## src/rtl/cevero_dvfs_pkg.sv

```systemverilog
// -----------------------------------------------------------------------------
// cevero_dvfs_pkg
// Shared types and default widths for the voltage/frequency sequencer.
//   seq_state_t  : sequencer FSM states
//   DEF_VOLT_W   : default width of the voltage code
//   DEF_FREQ_W   : default width of the frequency word
// -----------------------------------------------------------------------------
package cevero_dvfs_pkg;

   localparam int DEF_VOLT_W = 3;
   localparam int DEF_FREQ_W = 32;

   typedef enum logic [2:0] {
      ST_IDLE  = 3'd0,
      ST_V_UP  = 3'd1,
      ST_F_REQ = 3'd2,
      ST_V_DN  = 3'd3,
      ST_DONE  = 3'd4
   } seq_state_t;

endpackage : cevero_dvfs_pkg

```

## src/rtl/cevero_settle_timer.sv

```systemverilog
// -----------------------------------------------------------------------------
// cevero_settle_timer
// Loadable count-down timer. load_i stores load_val_i; each enabled cycle the
// count drops by one and saturates at zero. done_o is high while the count is
// at or below one, i.e. during the last cycle of an N-cycle interval, so the
// owner can leave its wait state on exactly the N-th edge after the load.
//   clk_i      : clock
//   rst_i      : synchronous reset, active-high
//   load_i     : load the counter (has priority over en_i)
//   load_val_i : value to load (number of cycles to wait, >= 1)
//   en_i       : count enable
//   done_o     : terminal-cycle flag
// -----------------------------------------------------------------------------
module cevero_settle_timer #(
   parameter int W = 5
) (
   input  logic         clk_i,
   input  logic         rst_i,
   input  logic         load_i,
   input  logic [W-1:0] load_val_i,
   input  logic         en_i,
   output logic         done_o
);

   localparam logic [W-1:0] ONE  = W'(1);
   localparam logic [W-1:0] ZERO = W'(0);

   logic [W-1:0] r_cnt;

   // Counter register: load, saturating decrement, or hold.
   always_ff @(posedge clk_i) begin
      if (rst_i) begin
         r_cnt <= ZERO;
      end else if (load_i) begin
         r_cnt <= load_val_i;
      end else if (en_i && (r_cnt != ZERO)) begin
         r_cnt <= r_cnt - ONE;
      end else begin
         r_cnt <= r_cnt;
      end
   end

   assign done_o = (r_cnt <= ONE);

endmodule : cevero_settle_timer

```

## src/rtl/cevero_vf_sequencer.sv

```systemverilog
// -----------------------------------------------------------------------------
// cevero_vf_sequencer
// Applies voltage/frequency requests in a safe order: raising voltage goes
// voltage first (then settle, then frequency); lowering goes frequency first
// (req/ack handshake) then voltage (then settle). A missing ack restores the
// previous frequency, leaves the voltage alone and raises a sticky fault.
//   clk_i, rst_i            : clock, synchronous active-high reset
//   req_voltage_i/req_freq_i: requested operating point
//   def_voltage_i/def_freq_i: operating point applied during reset
//   vdd_sel_o / freq_sel_o  : applied voltage code / frequency word
//   freq_req_o / freq_ack_i : clock generator handshake
//   busy_o                  : sequence in progress
//   done_o                  : one-cycle pulse at sequence end
//   fault_o                 : sticky ack-timeout flag
// -----------------------------------------------------------------------------
module cevero_vf_sequencer
   import cevero_dvfs_pkg::*;
#(
   parameter int VOLT_W        = DEF_VOLT_W,
   parameter int FREQ_W        = DEF_FREQ_W,
   parameter int SETTLE_CYCLES = 16,
   parameter int ACK_TIMEOUT   = 64
) (
   input  logic              clk_i,
   input  logic              rst_i,
   input  logic [VOLT_W-1:0] req_voltage_i,
   input  logic [FREQ_W-1:0] req_freq_i,
   input  logic [VOLT_W-1:0] def_voltage_i,
   input  logic [FREQ_W-1:0] def_freq_i,
   output logic [VOLT_W-1:0] vdd_sel_o,
   output logic [FREQ_W-1:0] freq_sel_o,
   output logic              freq_req_o,
   input  logic              freq_ack_i,
   output logic              busy_o,
   output logic              done_o,
   output logic              fault_o
);

   localparam int SW = $clog2(SETTLE_CYCLES + 1);
   localparam int TW = $clog2(ACK_TIMEOUT + 1);
   localparam logic [SW-1:0] SETTLE_LD = SW'(SETTLE_CYCLES);
   localparam logic [TW-1:0] TIMEOUT_LD = TW'(ACK_TIMEOUT);

   seq_state_t        r_state, w_state_nx;
   logic [VOLT_W-1:0] r_vdd_sel, w_vdd_nx;
   logic [FREQ_W-1:0] r_freq_sel, w_freq_nx;
   logic              r_freq_req, w_req_nx;
   logic              r_fault, w_fault_nx;
   logic              r_busy, r_done;
   logic [VOLT_W-1:0] r_tgt_v, w_tgt_v_nx;
   logic [FREQ_W-1:0] r_tgt_f, w_tgt_f_nx;
   logic [FREQ_W-1:0] r_prev_f, w_prev_f_nx;
   logic              w_settle_load, w_settle_en, w_settle_done;
   logic              w_to_load, w_to_en, w_to_done;

   assign w_settle_en = (r_state == ST_V_UP) || (r_state == ST_V_DN);
   assign w_to_en     = (r_state == ST_F_REQ);

   cevero_settle_timer #(.W(SW)) u_settle (
      .clk_i      (clk_i),
      .rst_i      (rst_i),
      .load_i     (w_settle_load),
      .load_val_i (SETTLE_LD),
      .en_i       (w_settle_en),
      .done_o     (w_settle_done)
   );

   cevero_settle_timer #(.W(TW)) u_timeout (
      .clk_i      (clk_i),
      .rst_i      (rst_i),
      .load_i     (w_to_load),
      .load_val_i (TIMEOUT_LD),
      .en_i       (w_to_en),
      .done_o     (w_to_done)
   );

   // Next-state and next-output logic.
   always_comb begin
      w_state_nx    = r_state;
      w_vdd_nx      = r_vdd_sel;
      w_freq_nx     = r_freq_sel;
      w_req_nx      = r_freq_req;
      w_fault_nx    = r_fault;
      w_tgt_v_nx    = r_tgt_v;
      w_tgt_f_nx    = r_tgt_f;
      w_prev_f_nx   = r_prev_f;
      w_settle_load = 1'b0;
      w_to_load     = 1'b0;
      case (r_state)
         ST_IDLE: begin
            if ((req_voltage_i != r_vdd_sel) || (req_freq_i != r_freq_sel)) begin
               w_tgt_v_nx = req_voltage_i;
               w_tgt_f_nx = req_freq_i;
               if (req_voltage_i > r_vdd_sel) begin
                  w_vdd_nx      = req_voltage_i;
                  w_settle_load = 1'b1;
                  w_state_nx    = ST_V_UP;
               end else if (req_freq_i != r_freq_sel) begin
                  // F_REQ entry actions happen on the transition edge
                  w_freq_nx   = req_freq_i;
                  w_prev_f_nx = r_freq_sel;
                  w_req_nx    = 1'b1;
                  w_to_load   = 1'b1;
                  w_state_nx  = ST_F_REQ;
               end else begin
                  // voltage-only decrease: no frequency handshake needed
                  w_vdd_nx      = req_voltage_i;
                  w_settle_load = 1'b1;
                  w_state_nx    = ST_V_DN;
               end
            end else begin
               w_state_nx = ST_IDLE;
            end
         end
         ST_V_UP: begin
            if (w_settle_done) begin
               if (r_tgt_f != r_freq_sel) begin
                  w_freq_nx   = r_tgt_f;
                  w_prev_f_nx = r_freq_sel;
                  w_req_nx    = 1'b1;
                  w_to_load   = 1'b1;
                  w_state_nx  = ST_F_REQ;
               end else begin
                  w_state_nx = ST_DONE;
               end
            end else begin
               w_state_nx = ST_V_UP;
            end
         end
         ST_F_REQ: begin
            // ack wins over a timeout landing in the same cycle
            if (freq_ack_i) begin
               w_req_nx = 1'b0;
               if (r_tgt_v < r_vdd_sel) begin
                  w_vdd_nx      = r_tgt_v;
                  w_settle_load = 1'b1;
                  w_state_nx    = ST_V_DN;
               end else begin
                  w_state_nx = ST_DONE;
               end
            end else if (w_to_done) begin
               w_freq_nx  = r_prev_f;
               w_req_nx   = 1'b0;
               w_fault_nx = 1'b1;
               w_state_nx = ST_DONE;
            end else begin
               w_state_nx = ST_F_REQ;
            end
         end
         ST_V_DN: begin
            if (w_settle_done) begin
               w_state_nx = ST_DONE;
            end else begin
               w_state_nx = ST_V_DN;
            end
         end
         ST_DONE: begin
            w_state_nx = ST_IDLE;
         end
         default: begin
            w_state_nx = ST_IDLE;
            w_req_nx   = 1'b0;
         end
      endcase
   end

   // State and output registers.
   always_ff @(posedge clk_i) begin
      if (rst_i) begin
         r_state    <= ST_IDLE;
         r_vdd_sel  <= def_voltage_i;
         r_freq_sel <= def_freq_i;
         r_freq_req <= 1'b0;
         r_fault    <= 1'b0;
         r_busy     <= 1'b0;
         r_done     <= 1'b0;
         r_tgt_v    <= {VOLT_W{1'b0}};
         r_tgt_f    <= {FREQ_W{1'b0}};
         r_prev_f   <= {FREQ_W{1'b0}};
      end else begin
         r_state    <= w_state_nx;
         r_vdd_sel  <= w_vdd_nx;
         r_freq_sel <= w_freq_nx;
         r_freq_req <= w_req_nx;
         r_fault    <= w_fault_nx;
         r_busy     <= (w_state_nx != ST_IDLE);
         r_done     <= (w_state_nx == ST_DONE);
         r_tgt_v    <= w_tgt_v_nx;
         r_tgt_f    <= w_tgt_f_nx;
         r_prev_f   <= w_prev_f_nx;
      end
   end

   assign vdd_sel_o  = r_vdd_sel;
   assign freq_sel_o = r_freq_sel;
   assign freq_req_o = r_freq_req;
   assign busy_o     = r_busy;
   assign done_o     = r_done;
   assign fault_o    = r_fault;

endmodule : cevero_vf_sequencer

```

## config.mk

```make
export PLATFORM = sky130hd
export DESIGN_NAME = cevero_vf_sequencer
export DESIGN_NICKNAME = d
export VERILOG_FILES = /design/src/rtl/cevero_dvfs_pkg.sv /design/src/rtl/cevero_settle_timer.sv /design/src/rtl/cevero_vf_sequencer.sv
export SDC_FILE = /design/constraint.sdc
export NUM_CORES = 1
export LEC_CHECK = 0
export CAP_MARGIN = 20
export CORE_AREA = 2 2 117 119
export CTS_CLUSTER_SIZE = 14
export DETAILED_ROUTE_END_ITERATION = 16
export DIE_AREA = 0 0 119 121
export PLACE_DENSITY = 0.75
export SLEW_MARGIN = 20
export SYNTH_ARGS = -nofsm -noshare
export SYNTH_HDL_FRONTEND = slang
export SYNTH_SLANG_ARGS = --single-unit
```

## constraint.sdc

```tcl
create_clock -name clk_i -period 3.2 [get_ports clk_i]
set_input_delay 0.64 -clock clk_i [delete_from_list [all_inputs] [get_ports clk_i]]
set_output_delay 0.64 -clock clk_i [all_outputs]
set_load 0.05 [all_outputs]
```

==> Yosys cells after proc, flatten, opt, wreduce, memory -nomap -nowiden <==
Index checks and enable logic that the tools add are counted.
{ "word_totals": {"register_bits": 121, "out_inout_bits": 39} }
{ "classes": {"add_sub_neg": 2, "order_cmp": 4, "bitwise": 2, "n_eq_ne": 24, "n_mux": 56, "n_reduce_logical": 22} }
{ "ops": {"columns": ["cell", "count"], "rows": [
  ["$mux 32", 13],
  ["$pmux 32 s3", 1],
  ["$ne 32x32->1", 2],
  ["$pmux 32 s2", 1],
  ["$mux 3", 13],
  ["$ne 3x3->1 const B", 8],
  ["$mux 1", 18],
  ["$mux 7", 2],
  ["$pmux 3 s4", 1],
  ["$mux 5", 2],
  ["$reduce_and 8->1", 1],
  ["$le 7x1->1 const B", 1],
  ["$reduce_and 7->1", 1],
  ["$reduce_bool 7->1", 1],
  ["$sub 7x1->7 const B", 1],
  ["$eq 3x2->1 const B", 2],
  ["$eq 3x3->1 const B", 2],
  ["$ne 2x2->1 const B", 3],
  ["$ne 3x2->1 const B", 2],
  ["$pmux 3 s2", 1],
  ["$reduce_and 6->1", 1],
  ["$reduce_bool 2->1", 3],
  ["$reduce_bool 3->1", 2],
  ["$reduce_or 2->1", 3],
  ["20 further kinds", 25]
]} }

==> Longest topological paths before layout <==
Gate-level depths: netlist of run 1.
{ "depth": {"ltp_word": 6, "mapped_depth": 9, "mapped_depth_nobuf": 8} }

==> Modules after synthesis <==
A second synthesis of run 1 with hierarchy kept.
{ "hier_totals": {"cells_unflattened": 705, "hier_area_um2": 6785.3} }
{ "modules_own_cells": {"columns": ["mod", "cells_per_inst", "instances", "area_each_um2"], "rows": [
  ["cevero_vf_sequencer", 610, 1, 5997.0],
  ["cevero_settle_timer at u_timeout", 54, 1, 462.9],
  ["cevero_settle_timer at u_settle", 41, 1, 325.3]
]} }

==> Worst setup path after synthesis of run 1 <==
OpenSTA, ideal clock, no wires.
{ "synth_path": {"path_kind": "register -> register", "from": "register r_vdd_sel[1], in the netlist vdd_sel_o[1]", "to": "register r_freq_sel[0], in the netlist freq_sel_o[0], enable pin", "path_stages_with_launch": 8, "arrival_time_ps": 2485, "path_buffers": 0, "setup_slack_ps": 325, "t_required_ps": 2810, "setup_time_ps": 390, "period_less_slack_ps": 2875, "path_cell_list": "edfxtp_1 -> inv_1 -> ha_1 -> nor2b_1 -> o21a_1 -> o21a_1 -> a21oi_1 -> a41o_1"} }
{ "synth_between": {"elab_chain_len": 4} }
{ "synth_lines": {"columns": ["item", "line", "source"], "rows": [
  ["start: declaration", "cevero_vf_sequencer.sv:45", "logic [VOLT_W-1:0] r_vdd_sel, w_vdd_nx;"],
  ["start signal: assignment", "cevero_vf_sequencer.sv:171", "r_vdd_sel <= def_voltage_i;"],
  ["start signal: assignment", "cevero_vf_sequencer.sv:182", "r_vdd_sel <= w_vdd_nx;"],
  ["parallel branches: the longest is 3 deep, another holds $gt 3x3->1", null, null],
  ["$reduce_and 8->1 (no source line) (*)", null, null],
  ["end signal: assignment", "cevero_vf_sequencer.sv:172", "r_freq_sel <= def_freq_i;"],
  ["end signal: assignment", "cevero_vf_sequencer.sv:183", "r_freq_sel <= w_freq_nx;"],
  ["end: declaration", "cevero_vf_sequencer.sv:46", "logic [FREQ_W-1:0] r_freq_sel, w_freq_nx;"]
]} }
Mark *: on every way between the ends.
A chain may end at the register's enable or synchronous reset.

==> Worst setup path after layout of run 1 <==
{ "layout_path": {"from": "input req_freq_i[6]", "to": "register r_prev_f[23]"} }
{ "layout_between": {"elab_chain_len": 4} }
{ "layout_lines": {"columns": ["item", "line", "source"], "rows": [
  ["start: declaration", "cevero_vf_sequencer.sv:27", "input logic [FREQ_W-1:0] req_freq_i,"],
  ["$ne 32x32->1 (*)", "cevero_vf_sequencer.sv:91, cevero_vf_sequencer.sv:98", null],
  ["$logic_or 1x1->1", "cevero_vf_sequencer.sv:91", "if ((req_voltage_i != r_vdd_sel) || (req_freq_i != r_freq_sel)) begin"],
  ["$ne 2x2->1 (no source line)", null, null],
  ["$reduce_and 6->1 (no source line) (*)", null, null],
  ["end signal: assignment", "cevero_vf_sequencer.sv:179", "r_prev_f <= {FREQ_W{1'b0}};"],
  ["end signal: assignment", "cevero_vf_sequencer.sv:190", "r_prev_f <= w_prev_f_nx;"],
  ["end: declaration", "cevero_vf_sequencer.sv:52", "logic [FREQ_W-1:0] r_prev_f, w_prev_f_nx;"]
]} }
Mark *: on every way between the ends. The rest lies on a longest branch, timed or not.

==> reports/metrics.cfg, run 1 <==
[power]
irDropWorstVdd_uv=598
cellPowerDensity_nw_per_um2=1160
cellLeakagePower_nw=3.29

[yosys]
ys_seq_area_share_pct=43.2
async_flop_share_pct=0
syn_avg_cell_area_um2=9.46
synth_cell_types=60
synth_edf_count=35
synth_mux_area_share_pct=5.77
synth_area_um2=6420
synth_top_flop_cell=dfxtp_1
synthXorXnorAreaFrac_pct=9.96
synth-adder-area-share_pct=1.95
synth-seq-cells=121
syn_inst=678
synth_compound_area_share_pct=21.1
ys_warn_count=0
synth_nets=761
yosys.area_share.simple_pct=12.1
synth_top_family_by_area=compound AO/OA/AOI/OAI gates

[route]
num_vias=5724
dr.first_iter.drc_count=595
drt_pass1_iterations=5
wirelength_um=18800
wl_per_cell_um=19.4
vias_per_cell=5.91
route.detailed.drc=0
ant_nets=0

[floorplanning]
io-pin-count=112
die_area_um2=14400
fp.dieW_um=119
design.core.area_um2=13100
die_h_um=121
rows=42
initial_core_util_pct=49.0

[setup_path]
r2r-end=freq_req_o
crit_path_end=r_prev_f[23]
crit_cells=8
worst-path-buf-inv=2
startpoint=req_freq_i[6]
r2r-start=freq_sel_o[26]
r2r_cells=6
crit_required_ns=3.54
crit_chain=clkdlybuf4s50_1 > xor2_1 > nor4_1 > nand4_1 > o211ai_2 > buf_4 > nand3_1 > a21oi_1
critical_path_peak_fanout=18
critPathLaunchType=input port
cp_slowest_cell=nor4_1
worstPathArrival_ns=3.10
endpoint_kind=register
slowest_delay_ns=0.57
crit_type=input port to register
crit_family=simple AND/OR/NAND/NOR gates
regToRegSetupSlack_ns=0.55

[cells_and_area]
nets=863
instances_no_fill=969
diodes=0
final_area_um2=8230
final_common_cell=clkdlybuf4s50_1
fin_util_pct=62.9
nFillCells=1061
final_cell_mix=clkdlybuf4s50_1 (110), dfxtp_1 (86), a21oi_1 (72)
area_growth_pct=28.3
drive_gt1_share_pct=8.07

[grt]
antenna_found_initial=0
grt_overflow=0
grt_pass1_wl_um=30200
grt_max_degree=72
grt_use_total_pct=27.1
grt_pass1_vias=5788

[timing]
relSlewSlack_pct=50.5
fin_skew_ns=0.00943
hold_viol=0
finalSetupTns_ns=0
setup_viol=0
period_needed_ns=2.76
fmax_ghz=0.363
fin_crit_sh_pct=86.1
worstMarginPinSlew_ns=0.742
rsz0062_at_grt=false
slew_violations=0

[clock_tree]
htreeDepth=4
cts_sinks=121
clk_pin_slew_ns=0.05
cts_inserted_buffers=17
postCtsResizedCells=0
root_buffer=clkbuf_16
cts_tree=built
cts_setup_buffers=0
cts_buffer_depth=2
insertion_delay_ns=0.43
postCtsHoldBufs=0

[run_status]
status=finished, final reports clean

[place]
placed_cells=937
io_buffer_count=111
gp_congestion=0.902
place_area_um2=7700
dpl.hpwl_um=13000

[min_path]
hold_class=register to register

[flow_run]
maxCapViolCount=0

==> sequential cells by signal (all words and copies together) (netlist names) <==
| signal | cells |
|---|---|
| busy_o | 1 |
| u_timeout.r_cnt | 7 |
| u_settle.r_cnt | 5 |
| r_state | 3 |
| vdd_sel_o | 3 |
| done_o | 1 |
| fault_o | 1 |
| r_prev_f | 32 |
| freq_req_o | 1 |
| freq_sel_o | 32 |
| r_tgt_f | 32 |
| r_tgt_v | 3 |
==> worst reg2reg max path, stage by stage (launching register included) <==
cell and delay (ns):
edfxtp_1 0.46, xor2_1 0.26, nor4_2 0.35, nand4_2 0.21
o311a_2 0.71, a2111oi_2 0.39, o22ai_1 0.13
==> worst min-delay path by stage <==
stage,slack [ns],end,depth (start not counted),from
final,0.46,r_prev_f[28],2,r_prev_f[28]
after global routing,0.48,r_prev_f[12],2,r_prev_f[12]
after CTS,0.46,r_prev_f[28],2,r_prev_f[28]
after detailed placement,0.46,r_prev_f[28],2,r_prev_f[28]
after global placement,0.45,r_prev_f[28],2,r_prev_f[28]
after floorplan,0.44,r_prev_f[0],2,r_prev_f[0]
==> per-stage QoR <==
stage | power (mW) | hold slack [ns] | setup WS [ns]
after global placement | 7.61 | 0.450 | 0.140
after global routing | 9.99 | 0.485 | 0.351
after CTS | 9.48 | 0.462 | 0.538
final | 9.53 | 0.464 | 0.443
after floorplan | 6.12 | 0.444 | 0.325
after detailed placement | 7.71 | 0.456 | 0.101
==> cell type report <==
type	instances	area [µm²]	area share, %
inverter	41	154	1.87
clock inverter	2	10.0	0.122
tap	176	220	2.67
sequential	121	2770	33.7
multi-input combinational	470	3280	39.9
clock buffer	30	524	6.37
timing repair buffer	129	1270	15.4
==> report_power, final <==
part	internal [mW]	total [mW]	switching (mW)
clock network	1.09	1.74	0.648
registers	2.32	2.99	0.665
logic	1.76	4.81	3.04
total	5.17	9.53	4.35
==> cell usage after synthesis, drive strengths merged (2+ instances only) <==
library cell | n | area share (%)
and4 | 2 | 0.27
a21oi | 72 | 5.6
edfxtp | 35 | 16
o21ai | 41 | 3.2
nand3 | 35 | 2.7
clkbuf | 38 | 2.5
mux2i | 37 | 5.8
or3b | 2 | 0.27
nand2b | 4 | 0.39
xnor2 | 4 | 0.55
dfxtp | 86 | 27
a211oi | 34 | 4.1
inv | 41 | 2.4
buf | 8 | 1.0
o21a | 3 | 0.35
ha | 10 | 2.0
nand2 | 11 | 0.76
a31oi | 3 | 0.29
nand4 | 4 | 0.49
nor3 | 10 | 0.78
nor2 | 50 | 3.0
a21o | 2 | 0.23
a22o | 33 | 4.5
or3 | 4 | 0.39
nor4 | 17 | 2.0
xor2 | 69 | 9.4
a2111oi | 2 | 0.66
==> cell families after synthesis <==
family | Yosys count
AOI/OAI and AO/OA | 203
xor gates and xnor gates | 73
adders and majority gates | 10
buffers and inverters | 87
DFF | 121
muxes | 37
and+or+nand+nor | 147
==> per-layer routing <==
| layer | track usage [%] | vias up | part of all wire, % |
|---|---|---|---|
| met2 | 43.0 | 275 | 46 |
| met3 | 6.67 | 42 | 7.7 |
| met5 | 0 | - | 0 |
| met1 | 35.1 | 2740 | 43 |
| met4 | 12.1 | 0 | 3.0 |
| li1 | - | 2667 | - |
(Power assumes the default switching activity.)
==> run 2: changes to the inputs <==
CELL_PAD_IN_SITES_DETAIL_PLACEMENT = 1   (was default)
CELL_PAD_IN_SITES_GLOBAL_PLACEMENT = 1   (was default)
CORE_AREA = 2 2 129 131   (was 2 2 117 119)
DIE_AREA = 0 0 131 133   (was 0 0 119 121)
PLACE_DENSITY = default   (was 0.75)
PLACE_DENSITY_LB_ADDON = 0.1   (was default)
SKIP_LAST_GASP = 1   (was default)
==> run 2 against run 1 <==
Critical path depth is the same. Global-route usage decreased by 2.1 points. Fmax decreased by 2.1%. Non-clock buffer count is 3 higher. Design area grew 2.5%. Sequential power hardly changed. Hold slack got worse by 0.0012 ns. Clock skew decreased by 0.0016 ns. Die area rose by 21%. Register-to-register slack got worse by 0.10 ns. Sequential cell count unchanged.
==> reports/metrics.cfg, run 2 (synthesized netlist as in run 1, its figures left out) <==
[setup_path]
regToRegSetupSlack_ns=0.45
slowest_delay_ns=0.50
r2r_cells=6
r2r-start=freq_sel_o[27]
endpoint_kind=register
critPathLaunchType=input port
cp_slowest_cell=nor4_1
critical_path_peak_fanout=19
r2r-end=freq_req_o
crit_family=simple AND/OR/NAND/NOR gates
worstPathArrival_ns=2.98
crit_type=input port to register
worst-path-buf-inv=2
crit_required_ns=3.36
crit_chain=clkdlybuf4s50_1 > xor2_1 > nor4_1 > nand4_1 > nor2_1 > o21ai_0 > a41o_1 > buf_12

[clock_tree]
cts_buffer_depth=2
clk_pin_slew_ns=0.05
postCtsHoldBufs=0
cts_sinks=121
htreeDepth=4
root_buffer=clkbuf_16
insertion_delay_ns=0.41
postCtsResizedCells=0
cts_inserted_buffers=17
cts_setup_buffers=0
cts_tree=built

[route]
num_vias=5656
wl_per_cell_um=20.9
route.detailed.drc=0
wirelength_um=21200
dr.first_iter.drc_count=368
vias_per_cell=5.57
ant_nets=0
drt_pass1_iterations=5

[flow_run]
maxCapViolCount=0

[floorplanning]
die_h_um=133
io-pin-count=112
initial_core_util_pct=39.7
rows=47
fp.dieW_um=131
design.core.area_um2=16200
die_area_um2=17400

[min_path]
holdPathStages=2
holdPathEnd=r_prev_f[29]
hold_class=register to register
hp-start=r_prev_f[29]

[cells_and_area]
nets=866
final_cell_mix=clkdlybuf4s50_1 (110), dfxtp_1 (86), a21oi_1 (72)
drive_gt1_share_pct=8.92
fin_util_pct=52.2
area_growth_pct=31.5
diodes=0
final_common_cell=clkdlybuf4s50_1

[timing]
fin_skew_ns=0.00780
relSlewSlack_pct=50.6
fin_crit_sh_pct=88.0
hold_viol=0
fmax_ghz=0.355
rsz0062_at_grt=false
worstMarginPinSlew_ns=0.741
slew_violations=0
period_needed_ns=2.82
setup_viol=0
fin_ws_ns=0.384

[power]
cellLeakagePower_nw=3.37
cellPowerDensity_nw_per_um2=1180
irDropWorstVdd_uv=475

[place]
place_ws_ns=-0.0241
gp_congestion=0.833
io_buffer_count=111
dpl.hpwl_um=14900

[grt]
antenna_found_initial=0
grt_pass1_vias=5850
grt_overflow=0
grt_use_total_pct=25.0
grt_max_degree=69
grt_pass1_wl_um=33100

[run_status]
status=finished, final reports clean

[run 2: cell types whose count changed in the layout (fill, tap and decap cells not counted)]
| cell | previous run | this run |
|---|---|---|
| clkinvlp_4 | 0 | 1 |
| bufinv_16 | 0 | 1 |
| clkinv_2 | 2 | 3 |
| clkbuf_1 | 8 | 4 |
| clkbuf_16 | 17 | 20 |
| buf_12 | 2 | 6 |
| buf_4 | 17 | 16 |
| clkbuf_8 | 5 | 3 |
[run 2: how the worst max path moves through the flow]
stage	from	end	slack (ns)	depth (start not counted)
2_1_floorplan	vdd_sel_o[1]	freq_sel_o[0]	0.32	7
3_3_place_gp	req_freq_i[10]	freq_sel_o[16]	0.06	8
3_5_place_dp	req_freq_i[10]	freq_sel_o[16]	-0.02	8
4_1_cts	req_freq_i[10]	freq_sel_o[21]	0.41	8
5_1_grt	freq_sel_o[26]	freq_sel_o[21]	0.29	7
6_report	req_freq_i[10]	freq_sel_o[21]	0.38	8
[run 2: worst reg2reg max path: stages (launching register included)]
cell	delay, ns
edfxtp_1	0.47
xor2_1	0.26
nor4_1	0.45
nand2_1	0.23
o311a_2	0.67
a2111oi_2	0.41
o22ai_1	0.13
[run 2: through the flow]
stage	power, mW	instances	hold slack (ns)	TNS [ns]	instance area, µm²
4_1_cts	10.0	1016	0.468	0	8440
6_report	9.96	1016	0.463	0	8440
3_5_place_dp	7.99	984	0.460	-0.445	7830
5_1_grt	10.5	1016	0.485	0	8440
3_3_place_gp	7.85	984	0.450	0	7830
2_1_floorplan	6.12	678	0.444	0	6420
[run 2: metal layers]
metal / GRT usage [%] / vias to the layer above / wire (µm)
met3: 4.81 / 26 / 952
met2: 41.1 / 145 / 10300
met1: 33.0 / 2816 / 9450
met4: 7.98 / 0 / 451
li1: - / 2669 / -
met5: 0 / - / 0
[run 2: final cells by class]
class | instances | area, µm²
Clock buffer | 27 | 557
Clock inverter | 5 | 52.6
Fill cell | 1805 | 7740
Inverter | 41 | 154
Multi-Input combinational cell | 470 | 3280
Sequential cell | 121 | 2770
Tap cell | 220 | 275
Timing Repair Buffer | 132 | 1340
[run 2: power breakdown]
| group | internal (mW) | switching (mW) |
|---|---|---|
| Clock | 1.27 | 0.680 |
| Sequential | 2.32 | 0.667 |
| Combinational | 1.85 | 3.18 |
| Total | 5.44 | 4.53 |
==> run 3: changes to the inputs <==
MAX_ROUTING_LAYER = met4   (was default)
RECOVER_POWER = 50   (was default)
==> run 3 against run 2 <==
Utilization fell by 0.19 points. Register-to-register slack got worse by 0.09 ns. Non-clock buffer count did not move. Combinational power fell by 2%. Hold slack barely moved. Via count rose by 0.21%. Sequential cell count did not move. Largest cell class unchanged. Power fell by 1.1%. Fmax fell by 2.4%.
==> reports/metrics.cfg, run 3 (synthesized netlist as in run 1, its figures left out) <==
[grt]
grt_overflow=0
grt_use_total_pct=25.7
grt_pass1_vias=5845
grt_pass1_wl_um=33100
antenna_found_initial=0
grt_max_degree=69

[cells_and_area]
area_growth_pct=31.0
final_cell_mix=dfxtp_1 (86), a21oi_1 (72), clkdlybuf4s50_1 (70)
drive_gt1_share_pct=8.29
final_common_cell=dfxtp_1
final_area_um2=8400
diodes=0
nets=866

[floorplanning]
initial_core_util_pct=39.7
design.core.area_um2=16200
die_h_um=133
io-pin-count=112
die_area_um2=17400
fp.dieW_um=131
rows=47

[setup_path]
regToRegSetupSlack_ns=0.36
worstPathArrival_ns=3.05
critPathLaunchType=input port
r2r_cells=7
crit_family=simple AND/OR/NAND/NOR gates
worst-path-buf-inv=2
slowest_delay_ns=0.61
crit_required_ns=3.36
r2r-end=freq_sel_o[12]
critical_path_peak_fanout=19
r2r-start=r_state[0]
crit_chain=dlygate4sd3_1 > xor2_1 > nor4_1 > nand4_1 > nor2_1 > o21ai_0 > a41o_1 > buf_12
cp_slowest_cell=dlygate4sd3_1
endpoint_kind=register
crit_type=input port to register

[timing]
slew_violations=0
worstMarginPinSlew_ns=0.964
relSlewSlack_pct=35.8
fin_crit_sh_pct=90.1
rsz0062_at_grt=false
setup_viol=0
fin_skew_ns=0.00819
hold_viol=0
fmax_ghz=0.347
finalSetupTns_ns=0
period_needed_ns=2.88

[power]
irDropWorstVdd_uv=464
seq_power_share_pct=30.2
cellLeakagePower_nw=3.36
clock_power_share_pct=19.8
p_comb_share_pct=50.0
p_sw_share_pct=45.8
p_sw_mw=4.52
p_int_mw=5.34
cellPowerDensity_nw_per_um2=1170

[min_path]
holdPathEnd=r_prev_f[29]
hp-start=r_prev_f[29]
holdPathStages=2
hold_class=register to register

[clock_tree]
cts_tree=built
postCtsResizedCells=0
insertion_delay_ns=0.41
cts_buffer_depth=2
root_buffer=clkbuf_16
clk_pin_slew_ns=0.05
cts_setup_buffers=0
postCtsHoldBufs=0
cts_inserted_buffers=17
cts_sinks=121
htreeDepth=4

[run_status]
status=finished, final reports clean

[route]
route.detailed.drc=0
num_vias=5668
dr.first_iter.drc_count=382
wirelength_um=21200
vias_per_cell=5.58
wl_per_cell_um=20.9
drt_pass1_iterations=4
ant_nets=0

[place]
io_buffer_count=111
place_area_um2=7830
gp_congestion=0.846
dpl.hpwl_um=14900

[flow_run]
maxCapViolCount=0

==> run 3: changes by cell type in the layout (fill, tap and decap cells not counted), sizes merged <==
| cell | previous run | this run |
|---|---|---|
| clkdlybuf4s50 | 110 | 70 |
| dlygate4sd3 | 0 | 40 |
| buf | 22 | 19 |
| clkbuf | 27 | 30 |
==> run 3: worst max path at each step <==
stage | slack (ns) | start | end | depth (start not counted)
2_1_floorplan | 0.32 | vdd_sel_o[1] | freq_sel_o[0] | 7
3_3_place_gp | 0.06 | req_freq_i[10] | freq_sel_o[16] | 8
3_5_place_dp | -0.02 | req_freq_i[10] | freq_sel_o[16] | 8
4_1_cts | 0.41 | req_freq_i[10] | freq_sel_o[21] | 8
5_1_grt | 0.15 | r_state[0] | freq_sel_o[12] | 7
6_report | 0.32 | req_freq_i[10] | freq_sel_o[21] | 8
==> run 3: area by class of cell <==
| type | count | area [µm²] |
|---|---|---|
| inverters | 41 | 154 |
| repair buffers | 132 | 1330 |
| fillers | 1808 | 7770 |
| clock inverters | 5 | 52.6 |
| multi-input cells | 470 | 3260 |
| clock buffers | 27 | 557 |
| flip-flops and latches | 121 | 2770 |
| well taps | 220 | 275 |
==> run 3: power groups by stage <==
stage / sequential (mW) / combinational (mW) / clock, mW
2_1_floorplan: 3.58 / 2.54 / 0
3_3_place_gp: 2.96 / 4.89 / 0
3_5_place_dp: 2.99 / 4.99 / 0
4_1_cts: 2.97 / 5.05 / 1.99
5_1_grt: 3.06 / 5.27 / 2.04
6_report: 2.98 / 4.93 / 1.95
==> run 3: per-layer routing <==
metal,global-route usage [%],wire [µm]
met1,33.2,9550
met2,40.9,10300
met3,4.45,905
met4,8.33,460
met5,-,0
==> run 3: worst register-to-register path, cell delays in order, from the launching register on <==
cell,delay [ns]
dfxtp_1,0.62
nand2b_1,0.20
nor2_2,0.18
clkbuf_1,0.60
nor2_2,0.22
buf_4,0.32
a211oi_1,0.38
a21oi_1,0.07
==> run 3: through the flow <==
stage	std cells	hold slack [ns]	util [%]	setup slack, ns	power, mW
3_3_place_gp	984	0.450	48.4	0.0617	7.85
2_1_floorplan	678	0.444	-	0.325	6.12
4_1_cts	1016	0.468	52.2	0.414	10.0
3_5_place_dp	984	0.460	48.4	-0.0241	7.99
5_1_grt	1016	0.485	52.0	0.152	10.4
6_report	1016	0.463	52.0	0.316	9.86
